$ cat src/rtl/defines_package.sv
// -----------------------------------------------------------------------------
// defines_package
// Shared types and constants for the pixel scan-out slice.
//   Color            : one framebuffer pixel as stored in SRAM (RGB565 word)
//   FB_WIDTH_DEFAULT : default framebuffer row length in pixels
//   pix_word_t       : one buffered pixel with its row/frame markers
// -----------------------------------------------------------------------------
package defines_package;

  typedef logic [15:0] Color;

  localparam int FB_WIDTH_DEFAULT = 320;

  typedef struct packed {
    logic sol;    // first pixel of a row
    logic eof;    // last pixel of the frame
    Color color;
  } pix_word_t;

endpackage

$ cat src/rtl/pixel_scanout_if.sv
// -----------------------------------------------------------------------------
// pixel_scanout_if
// Bundles the two buses of the scan-out engine: the SRAM read port and the
// downstream pixel stream.
//   sram_rd_en / sram_addr : read strobe and word address (engine -> SRAM)
//   sram_rdata             : read data, valid one cycle after sram_rd_en
//   pix_valid / pix_ready  : pixel stream handshake
//   pix_color/sol/eof      : pixel payload and markers
// Modports: master = scan-out engine, slave = SRAM model + pixel sink.
// -----------------------------------------------------------------------------
interface pixel_scanout_if #(
  parameter int ADDR_W = 18
) ();
  import defines_package::*;

  logic              sram_rd_en;
  logic [ADDR_W-1:0] sram_addr;
  Color              sram_rdata;
  logic              pix_valid;
  logic              pix_ready;
  Color              pix_color;
  logic              pix_sol;
  logic              pix_eof;

  modport master (
    output sram_rd_en, sram_addr,
    input  sram_rdata,
    output pix_valid, pix_color, pix_sol, pix_eof,
    input  pix_ready
  );

  modport slave (
    input  sram_rd_en, sram_addr,
    output sram_rdata,
    input  pix_valid, pix_color, pix_sol, pix_eof,
    output pix_ready
  );

endinterface

$ cat src/rtl/pixel_skid_fifo.sv
// -----------------------------------------------------------------------------
// pixel_skid_fifo
// Two-entry pixel buffer with a bypass path: when empty, incoming read data is
// presented downstream in the same cycle it arrives, and is only stored if the
// sink does not take it. Order is preserved; the producer guarantees it never
// pushes into a full buffer.
//   clk, n_rst : clock, asynchronous active-low reset
//   in_valid   : in_data carries a returning SRAM word this cycle
//   in_data    : pixel word (color + sol/eof markers)
//   out_valid  : a pixel is presented downstream
//   out_ready  : downstream accepts the presented pixel
//   out_data   : presented pixel (zero when nothing is presented)
//   count      : number of stored entries (0..2)
// -----------------------------------------------------------------------------
module pixel_skid_fifo
  import defines_package::*;
(
  input  logic      clk,
  input  logic      n_rst,
  input  logic      in_valid,
  input  pix_word_t in_data,
  output logic      out_valid,
  input  logic      out_ready,
  output pix_word_t out_data,
  output logic [1:0] count
);

  pix_word_t mem [2];
  logic      wr_ptr;
  logic      rd_ptr;
  logic      push;
  logic      pop;

  // NOTE: every output of a combinational block gets a default at the top so
  // no path leaves it unassigned; a missed branch would infer a latch.
  always_comb begin
    out_valid = 1'b0;
    out_data  = '0;
    push      = 1'b0;
    pop       = 1'b0;
    if (count != 2'd0) begin
      out_valid = 1'b1;
      out_data  = mem[rd_ptr];
      pop       = out_ready;
      push      = in_valid;
    end else if (in_valid) begin
      // Bypass: the arriving word goes straight out, stored only if stalled.
      out_valid = 1'b1;
      out_data  = in_data;
      push      = !out_ready;
    end
  end

  // NOTE: state registers use non-blocking assignments so every flop samples
  // pre-edge values regardless of block ordering.
  always_ff @(posedge clk or negedge n_rst) begin
    if (!n_rst) begin
      wr_ptr <= 1'b0;
      rd_ptr <= 1'b0;
      count  <= 2'd0;
    end else begin
      if (push) wr_ptr <= ~wr_ptr;
      if (pop)  rd_ptr <= ~rd_ptr;
      count <= count + {1'b0, push} - {1'b0, pop};
    end
  end

  // NOTE: the storage array is deliberately not reset; count/pointers mark
  // which entries are live, and out_data is forced to zero while empty.
  always_ff @(posedge clk) begin
    if (push) mem[wr_ptr] <= in_data;
  end

endmodule

$ cat src/rtl/pixel_scanout.sv
// -----------------------------------------------------------------------------
// pixel_scanout
// Reads one frame row-major out of SRAM and streams it as pixels with
// valid/ready flow control. Reads are credit-limited so the 2-entry buffer can
// always absorb every returning word; with the sink always ready the engine
// sustains one pixel per clock.
//   clk, n_rst  : clock, asynchronous active-low reset
//   start       : one-cycle frame request (ignored while busy)
//   height      : active rows, sampled when start is accepted
//   bus         : pixel_scanout_if.master (SRAM read port + pixel stream)
//   busy        : frame in progress
//   frame_done  : one-cycle pulse when the frame has fully left the engine
// -----------------------------------------------------------------------------
module pixel_scanout
  import defines_package::*;
#(
  parameter int FB_WIDTH = FB_WIDTH_DEFAULT,
  parameter int ADDR_W   = 18
) (
  input  logic               clk,
  input  logic               n_rst,
  input  logic               start,
  input  logic [8:0]         height,
  pixel_scanout_if.master    bus,
  output logic               busy,
  output logic               frame_done
);

  localparam int COL_W = (FB_WIDTH > 1) ? $clog2(FB_WIDTH) : 1;

  typedef enum logic [1:0] {IDLE, SCAN, DRAIN} state_t;

  state_t            state;
  logic [8:0]        height_q;

  // Coordinates of the next read to issue; the address advances by one per
  // read so no row*width product is ever formed.
  logic [ADDR_W-1:0] nxt_addr;
  logic [COL_W-1:0]  nxt_col;
  logic [8:0]        nxt_row;

  // Read currently on the SRAM port, and the word returning this cycle.
  logic              rd_en_q;
  logic [ADDR_W-1:0] addr_q;
  logic              rd_sol_q;
  logic              rd_eof_q;
  logic              dv_q;
  logic              dv_sol_q;
  logic              dv_eof_q;

  pix_word_t         fifo_in;
  pix_word_t         fifo_out;
  logic              fifo_valid;
  logic [1:0]        fifo_count;
  logic              pix_xfer;

  logic [ADDR_W-1:0] cur_addr;
  logic [COL_W-1:0]  cur_col;
  logic [8:0]        cur_row;
  logic [8:0]        cur_h;
  logic              is_last_col;
  logic              is_last;
  logic [2:0]        items_after;
  logic              credit_ok;
  logic              issue;

  assign fifo_in = '{sol: dv_sol_q, eof: dv_eof_q, color: bus.sram_rdata};

  pixel_skid_fifo u_fifo (
    .clk       (clk),
    .n_rst     (n_rst),
    .in_valid  (dv_q),
    .in_data   (fifo_in),
    .out_valid (fifo_valid),
    .out_ready (bus.pix_ready),
    .out_data  (fifo_out),
    .count     (fifo_count)
  );

  assign pix_xfer       = fifo_valid && bus.pix_ready;
  assign bus.pix_valid  = fifo_valid;
  assign bus.pix_color  = fifo_out.color;
  assign bus.pix_sol    = fifo_out.sol;
  assign bus.pix_eof    = fifo_out.eof;
  assign bus.sram_rd_en = rd_en_q;
  assign bus.sram_addr  = addr_q;

  always_comb begin
    // The first read of a frame is issued straight from IDLE (from row/col 0
    // and the live height) to reach the two-cycle first-pixel latency.
    cur_addr    = (state == IDLE) ? '0 : nxt_addr;
    cur_col     = (state == IDLE) ? '0 : nxt_col;
    cur_row     = (state == IDLE) ? '0 : nxt_row;
    cur_h       = (state == IDLE) ? height : height_q;
    is_last_col = (cur_col == COL_W'(FB_WIDTH - 1));
    is_last     = is_last_col && (cur_row == cur_h - 9'd1);

    // Words that will sit in the buffer after this edge, plus the read now on
    // the port (returns next cycle); a new read needs one more free slot.
    items_after = {1'b0, fifo_count} + {2'b00, dv_q} - {2'b00, pix_xfer};
    credit_ok   = (items_after + {2'b00, rd_en_q}) < 3'd2;

    issue = 1'b0;
    case (state)
      IDLE:    issue = start && (height != 9'd0);
      SCAN:    issue = credit_ok;
      default: issue = 1'b0;
    endcase
  end

  always_ff @(posedge clk or negedge n_rst) begin
    if (!n_rst) begin
      state      <= IDLE;
      height_q   <= '0;
      nxt_addr   <= '0;
      nxt_col    <= '0;
      nxt_row    <= '0;
      rd_en_q    <= 1'b0;
      addr_q     <= '0;
      rd_sol_q   <= 1'b0;
      rd_eof_q   <= 1'b0;
      dv_q       <= 1'b0;
      dv_sol_q   <= 1'b0;
      dv_eof_q   <= 1'b0;
      busy       <= 1'b0;
      frame_done <= 1'b0;
    end else begin
      frame_done <= 1'b0;
      rd_en_q    <= issue;
      dv_q       <= rd_en_q;
      dv_sol_q   <= rd_sol_q;
      dv_eof_q   <= rd_eof_q;

      if (issue) begin
        addr_q   <= cur_addr;
        rd_sol_q <= (cur_col == '0);
        rd_eof_q <= is_last;
        nxt_addr <= cur_addr + ADDR_W'(1);
        nxt_col  <= is_last_col ? '0 : cur_col + COL_W'(1);
        nxt_row  <= is_last_col ? cur_row + 9'd1 : cur_row;
      end

      case (state)
        IDLE: begin
          if (start) begin
            if (height == 9'd0) begin
              frame_done <= 1'b1;
            end else begin
              height_q <= height;
              busy     <= 1'b1;
              state    <= is_last ? DRAIN : SCAN;
            end
          end
        end
        SCAN: begin
          if (issue && is_last) state <= DRAIN;
        end
        DRAIN: begin
          if (pix_xfer && fifo_out.eof) begin
            state      <= IDLE;
            busy       <= 1'b0;
            frame_done <= 1'b1;
          end
        end
        default: state <= IDLE;
      endcase
    end
  end

endmodule

$ cat src/flat_wrapper.sv
// flat-port wrapper written by rule: the top's interface ports become plain ports
module pixel_scanout_flat import defines_package::*;
#(
  parameter int FB_WIDTH = FB_WIDTH_DEFAULT,
  parameter int ADDR_W   = 18
)
  (clk, n_rst, start, height, busy, frame_done, bus_sram_rd_en, bus_sram_addr, bus_sram_rdata, bus_pix_valid, bus_pix_color, bus_pix_sol, bus_pix_eof, bus_pix_ready);
  pixel_scanout_if #(.ADDR_W(ADDR_W)) bus_i ();
  input  logic clk;
  input  logic n_rst;
  input  logic start;
  input  logic [8:0] height;
  output logic busy;
  output logic frame_done;
  output wire logic [$bits(bus_i.sram_rd_en)-1:0] bus_sram_rd_en;
  output wire logic [$bits(bus_i.sram_addr)-1:0] bus_sram_addr;
  input wire logic [$bits(bus_i.sram_rdata)-1:0] bus_sram_rdata;
  output wire logic [$bits(bus_i.pix_valid)-1:0] bus_pix_valid;
  output wire logic [$bits(bus_i.pix_color)-1:0] bus_pix_color;
  output wire logic [$bits(bus_i.pix_sol)-1:0] bus_pix_sol;
  output wire logic [$bits(bus_i.pix_eof)-1:0] bus_pix_eof;
  input wire logic [$bits(bus_i.pix_ready)-1:0] bus_pix_ready;
  assign bus_sram_rd_en = bus_i.sram_rd_en;
  assign bus_sram_addr = bus_i.sram_addr;
  assign bus_i.sram_rdata = bus_sram_rdata;
  assign bus_pix_valid = bus_i.pix_valid;
  assign bus_pix_color = bus_i.pix_color;
  assign bus_pix_sol = bus_i.pix_sol;
  assign bus_pix_eof = bus_i.pix_eof;
  assign bus_i.pix_ready = bus_pix_ready;
  pixel_scanout #(.FB_WIDTH(FB_WIDTH), .ADDR_W(ADDR_W)) u_core (.clk(clk), .n_rst(n_rst), .start(start), .height(height), .bus(bus_i), .busy(busy), .frame_done(frame_done));
endmodule
$ cat config.mk
export PLATFORM = sky130hd
export DESIGN_NAME = pixel_scanout_flat
export DESIGN_NICKNAME = d
export VERILOG_FILES = /design/src/rtl/defines_package.sv /design/src/rtl/pixel_scanout_if.sv /design/src/rtl/pixel_skid_fifo.sv /design/src/rtl/pixel_scanout.sv /design/src/flat_wrapper.sv
export SDC_FILE = /design/constraint.sdc
export NUM_CORES = 1
export LEC_CHECK = 0
export ABC_AREA = 0
export CORE_MARGIN = 2
export CORE_UTILIZATION = 54
export CTS_BUF_LIST = sky130_fd_sc_hd__clkbuf_2
export DETAILED_ROUTE_END_ITERATION = 8
export GPL_TIMING_DRIVEN = 0
export HOLD_SLACK_MARGIN = 0.05
export PLACE_DENSITY = 0.76
export SLEW_MARGIN = 30
export SYNTH_ARGS = -nofsm -noshare
export SYNTH_HDL_FRONTEND = slang
export SYNTH_SLANG_ARGS = --single-unit
$ cat constraint.sdc
create_clock -name clk -period 9.15 [get_ports clk]
set_clock_uncertainty 0.05 [all_clocks]
set_input_delay 2.2875 -clock clk [delete_from_list [all_inputs] [get_ports clk]]
set_output_delay 2.2875 -clock clk [all_outputs]
set_load 0.05 [all_outputs]
# After elaboration in Yosys (flattened, before gate mapping)
# Memories as Yosys holds them, arrays and structs flattened.
# Cells that the tools add are included.
# Widths: inputs -> output; s select.
dict set report op_classes {
  addsub 9
  multipliers 0
  div 0
  magnitude_cmp 1
  n_eq_ne 8
  n_shift 0
  mux 30
  bitwise_logic 3
  reduce_logical 15
}
# operator n
set op_table {}
lappend op_table {{$mux 18} 3}
lappend op_table {{$mux 9} 5}
lappend op_table {{$add 18x1->18 const B} 1}
lappend op_table {{$add 9x1->9 const B} 2}
lappend op_table {{$logic_not 9->1} 2}
lappend op_table {{$mux 1} 13}
lappend op_table {{$mux 2} 5}
lappend op_table {{$eq 9x9->1} 1}
lappend op_table {{$eq 9x9->1 const B} 1}
lappend op_table {{$reduce_bool 9->1} 1}
lappend op_table {{$sub 9x1->9 const B} 1}
lappend op_table {{$reduce_and 4->1} 2}
lappend op_table {{$pmux 1 s2} 3}
lappend op_table {{$pmux 2 s3} 1}
lappend op_table {{$logic_and 1x1->1} 5}
lappend op_table {{$ne 2x1->1 const B} 2}
lappend op_table {{$ne 2x2->1 const B} 2}
lappend op_table {{$reduce_bool 2->1} 2}
lappend op_table {{$add 2x1->3} 1}
lappend op_table {{$add 3x1->3} 1}
lappend op_table {{$lt 3x2->1 const B} 1}
lappend op_table {{$not 1->1} 3}
lappend op_table {{$reduce_and 3->1} 1}
lappend op_table {{$sub 3x1->3} 1}
lappend op_table {{other kinds (6)} 6}
dict set report totals {
  register_bits 77
  latchBits 0
  mem_bits_rw 36
  mem_bits_ro 0
  in_bits 29
  output_inout_bits 40
  elab_cells 84
  n_memories 1
}
# memory words width rd rd_ports_with_merged_regs wr line
set mem_list {}
lappend mem_list {u_core.u_fifo.mem 2 18 1 0 1 pixel_skid_fifo.sv:28} ;# pix_word_t mem [2];

# Logic depth before layout (Yosys ltp)
dict set report depth {
  word_depth 10
  depth_mapped 15
  ltp_nobuf 15
}

# By module
# From an unflattened synthesis, not the netlist that was laid out.
dict set report hier_totals {
  cells_unflattened 540
  hier_area_um2 5595.4
}
# mod instances cells_per_inst area_each_um2 seq_area_each_um2
set by_module_without_submodules {}
lappend by_module_without_submodules {pixel_scanout 1 424 3881.2 1826.8}
lappend by_module_without_submodules {pixel_skid_fifo 1 116 1714.1 1181.1}

# Worst setup path after synthesis
# Ideal clock, no wire load.
dict set report synth_path {
  path_kind {in2reg}
  start {input port bus_pix_ready}
  end {register u_core.state[0]}
  setup_time_ps 120
  arrival_ps 5317
  required_ps 8980
  setup_slack_ps 3663
  path_stages 13
  n_path_buf 1
  cell_sequence {and2_1 -> ha_1 -> inv_1 -> ha_1 -> a21o_1 -> fa_1 -> or3b_1 -> or2_1 -> buf_6 -> nor3_4 -> o211ai_1 -> or4_4 -> a31o_1}
}
dict set report synth_via {
  elab_chain_cells 8
  elab_cells_between_ends 10
  cone_classes {add/sub (2); order compare (1); eq/ne (2); mux (1); reduce/logical (4)}
}
# element line
set synth_lines {}
lappend synth_lines {{start: declaration} flat_wrapper.sv:22} ;# input wire logic [$bits(bus_i.pix_ready)-1:0] bus_pix_ready;
lappend synth_lines {{$logic_and 1x1->1 *} pixel_scanout.sv:80} ;# assign pix_xfer = fifo_valid && bus.pix_ready;
lappend synth_lines {{$sub 3x1->3} pixel_scanout.sv:100} ;# items_after = {1'b0, fifo_count} + {2'b00, dv_q} - {2'b00, pix_xfer};
lappend synth_lines {{$add 3x1->3} pixel_scanout.sv:101} ;# credit_ok = (items_after + {2'b00, rd_en_q}) < 3'd2;
lappend synth_lines {{$lt 3x2->1} pixel_scanout.sv:101}
lappend synth_lines {{$pmux 1 s2} pixel_scanout.sv:104} ;# case (state)
lappend synth_lines {{$logic_and 1x1->1} pixel_scanout.sv:156} ;# if (issue && is_last) state <= DRAIN;
lappend synth_lines {{$ne 2x1->1 (no source line)} -}
lappend synth_lines {{$reduce_and 4->1 (no source line) *} -}
lappend synth_lines {{end signal: assignment} pixel_scanout.sv:151} ;# state <= is_last ? DRAIN : SCAN;
lappend synth_lines {{end: declaration} pixel_scanout.sv:33} ;# state_t state;
# Mark *: on every way between the ends. The rest lies on a longest branch, timed or not.
# A chain may end at the register's enable or synchronous reset.

# Worst setup path in the final report
dict set report layout_path {
  start {input port bus_sram_rdata[13]}
  end {output port bus_pix_color[13]}
}
dict set report layout_via {
  elab_chain_cells 2
}
# element line
set layout_lines {}
lappend layout_lines {{start: declaration} flat_wrapper.sv:17} ;# input wire logic [$bits(bus_i.sram_rdata)-1:0] bus_sram_rdata;
lappend layout_lines {{$mux 18} pixel_skid_fifo.sv:46} ;# end else if (in_valid) begin
lappend layout_lines {{$mux 18} pixel_skid_fifo.sv:41} ;# if (count != 2'd0) begin
lappend layout_lines {{end: declaration} flat_wrapper.sv:19} ;# output wire logic [$bits(bus_i.pix_color)-1:0] bus_pix_color;
# Every way passes these cells.

==> run_results.csv <==
group,metric,value,unit
critical_path,startpoint_type,"input pin",
global_routing,antenna_found_initial,0,
global_routing,grt_pass1_vias,4374,
power,p_leak,2.75,nW
place,place_hpwl,8600,um
logic_synthesis,synth.top_cell.area_share,0.355,
logic_synthesis,ys_top_cells_by_area,"dfrtp_1, edfxtp_1, nand2_1, mux2i_1, o21ai_0",
routing,drc,0,
cells_and_area,final_cell_mix,"nand2_1, dfrtp_1, clkdlybuf4s50_1",
place,port_buffers,68,
clocking,h-tree-depth,4,
timing,period_minus_slack,6180,ps
global_routing,gr-usage-all-layers,0.242,
logic_synthesis,synth_warnings,0,
clocking,clock_latency,640,ps
routing,ant_nets,0,
routing,vias,4280,
power,powerDensity,313,nW/um2
logic_synthesis,syn_area,5440,um2
critical_path,crit_arrival,3840,ps
floorplanning,die_w,104,um
timing,fmax,162,MHz
timing,finalSetupTns,0,ps
global_routing,grt_max_degree,41,
logic_synthesis,synthCells,534,
logic_synthesis,ys.flop_type,"dfrtp_1",
routing,routedWlPerCell,16.0,um
logic_synthesis,yosysTopAreaCell,"dfrtp_1",
clocking,clk_path_buf_depth,2,
logic_synthesis,syn-num-nets,573,
cells_and_area,layout-drive-gt1-share,0.0660,
routing,wl,12300,um
routing,firstDrtPassIters,5,
logic_synthesis,yosys.cell_types.count,50,
routing,drt_iter0_drc,332,
cells_and_area,layout_commonest_cell,"nand2_1",
critical_path,r2r_slack,4890,ps
logic_synthesis,synthArstFlopShare,0.681,
logic_synthesis,ys_seq_area_frac,0.553,
timing,holdWs,342,ps
routing,post_drt_via_cell_ratio,5.57,
logic_synthesis,synth_seq_cells,113,
timing,drv_slew,0,
cells_and_area,num_antenna_cells,0,
run,cap_violations,0,
cells_and_area,fin_util,0.671,
clocking,numCtsBuffers,17,
floorplanning,dieArea,10900,um2
cells_and_area,syn_to_final_growth,20.6,%
clocking,cts-resized-gates,0,
critical_path,required,6810,ps
power,max-vdd-ir-drop,0.187,mV
clocking,cts_root_buffer,"clkbuf_2",
critical_path,rr_worst_depth,14,
outcome,status,"completed",
critical_path,cp_max_fo,3,
worst_hold_path,min_path_type,"register to register",
cells_and_area,fillers,786,
timing,worst_slew_pin_slew,907,ps
logic_synthesis,syn_area_per_cell,10.2,um2
timing,setup_violations,0,
clocking,cts_tree,"done",
critical_path,reg2reg_from,"u_core.u_fifo.count[1]",
timing,rsz0062_at_grt,"false",
timing,final_hold_viol_count,0,
global_routing,grt_first_pass_wirelength,21200,um
floorplanning,ioPinCount,69,
logic_synthesis,synth-edff-count,36,
critical_path,cp-end-kind,"output pin",
worst_hold_path,min_from,"u_core.rd_sol_q",
clocking,cts_setup_buffers,0,
worst_hold_path,whs_endpoint,"u_core.dv_sol_q",
clocking,clkSlewWorstSetupHoldPaths,150,ps
clocking,clock_sinks,113,
floorplanning,core_region_area,9770,um2
global_routing,overflow,0,
cells_and_area,nNetsFinal,662,
timing,fin_crit_sh,0.675,
worst_hold_path,holdPathStages,0,
place,gp_congestion,0.824,
floorplanning,start_util,0.556,
timing,relSlewSlack,0.386,
clocking,cts_hold_buf,0,
floorplanning,num_rows,36,
critical_path,r2r-end,"u_core.nxt_addr[17]",
critical_path,criticalPathCategory,"input pin to output pin",
floorplanning,die_h,104,um
-- cell families after synthesis --
logic type      count (synthesis)  synth area share
simple gates                  230             0.201
flops                         113             0.553
compound gates                 82            0.0879
xor+xnor                       37            0.0596
buf+inv                        37            0.0272
mux                            25            0.0465
fa+ha+maj                      10            0.0244
-- power by group --
part | internal, W | switching [W]
Sequential | 0.000627 | 0.0000630
Clock | 0.000153 | 0.000187
Combinational | 0.000333 | 0.000688
Total | 0.00111 | 0.000937
-- synth_stat cells (2+ instances only) --
cell / count
buf_1: 3
or3_1: 4
o211ai_1: 2
mux2i_1: 23
clkbuf_1: 23
xor2_1: 21
o21a_1: 2
nor3_1: 10
o31ai_1: 3
ha_1: 9
a21oi_1: 14
nor4_1: 2
nand2_1: 105
o41ai_1: 2
xnor2_1: 16
dfrtp_1: 77
or2_1: 2
edfxtp_1: 36
and2_1: 7
mux2_2: 2
a31oi_1: 3
a211oi_1: 2
nor2b_1: 3
or4_1: 4
and3_1: 12
nand2b_1: 2
a22o_1: 2
inv_1: 8
nand4_1: 10
o22ai_1: 2
o21ai_0: 44
nand3_1: 43
nor2_1: 19
-- layout make-up --
class / count / area [um2] / area share
sequential: 113 / 3010 / 0.459
multi-input combinational: 384 / 2280 / 0.348
timing repair buffer: 70 / 709 / 0.108
tap: 133 / 166 / 0.0254
clock inverter: 12 / 143 / 0.0218
buffer: 28 / 114 / 0.0174
clock buffer: 20 / 100 / 0.0153
inverter: 9 / 33.8 / 0.00515
-- critical path, stage by stage --
cell and delay [ps]:
clkdlybuf4s50_1 520, nand3_1 80, o21ai_0 110, clkdlybuf4s50_1 840
-- per-layer routing --
metal | wire, um | global-route usage
met1 | 5370 | 0.317
met2 | 6170 | 0.404
met3 | 536 | 0.0439
met4 | 197 | 0.0859
met5 | 0 | 0
-- registers in the layout (all words and copies together), names as in the netlist --
| signal | flops |
|---|---|
| u_core.rd_sol_q | 1 |
| u_core.u_fifo.mem | 36 |
| u_core.nxt_col | 9 |
| u_core.bus.sram_addr | 18 |
| u_core.height_q | 9 |
| u_core.busy | 1 |
| u_core.nxt_row | 9 |
| u_core.frame_done | 1 |
| u_core.rd_eof_q | 1 |
| u_core.state | 2 |
| u_core.bus.sram_rd_en | 1 |
| u_core.u_fifo.wr_ptr | 1 |
| u_core.nxt_addr | 18 |
| u_core.u_fifo.rd_ptr | 1 |
| u_core.dv_sol_q | 1 |
| u_core.dv_q | 1 |
| u_core.dv_eof_q | 1 |
| u_core.u_fifo.count | 2 |
-- worst max path at each step --
stage	start	to
6_report	bus_sram_rdata[13]	bus_pix_color[13]
5_1_grt	bus_sram_rdata[10]	bus_pix_color[10]
3_3_place_gp	bus_pix_ready	u_core.state[0]
3_5_place_dp	bus_pix_ready	u_core.state[0]
2_1_floorplan	bus_pix_ready	u_core.state[0]
4_1_cts	bus_sram_rdata[0]	bus_pix_color[0]
-- through the flow --
stage               setup WS [ps]  instances  area (um2)  total power, W
floorplan                    3660        534        5440         0.00140
global placement             2920        735        6280         0.00169
detailed placement           2930        737        6310         0.00172
CTS                          2950        769        6560         0.00206
global route                 2890        769        6560         0.00219
finish                       2970        769        6560         0.00205
Power figures use the tool's default switching activity.
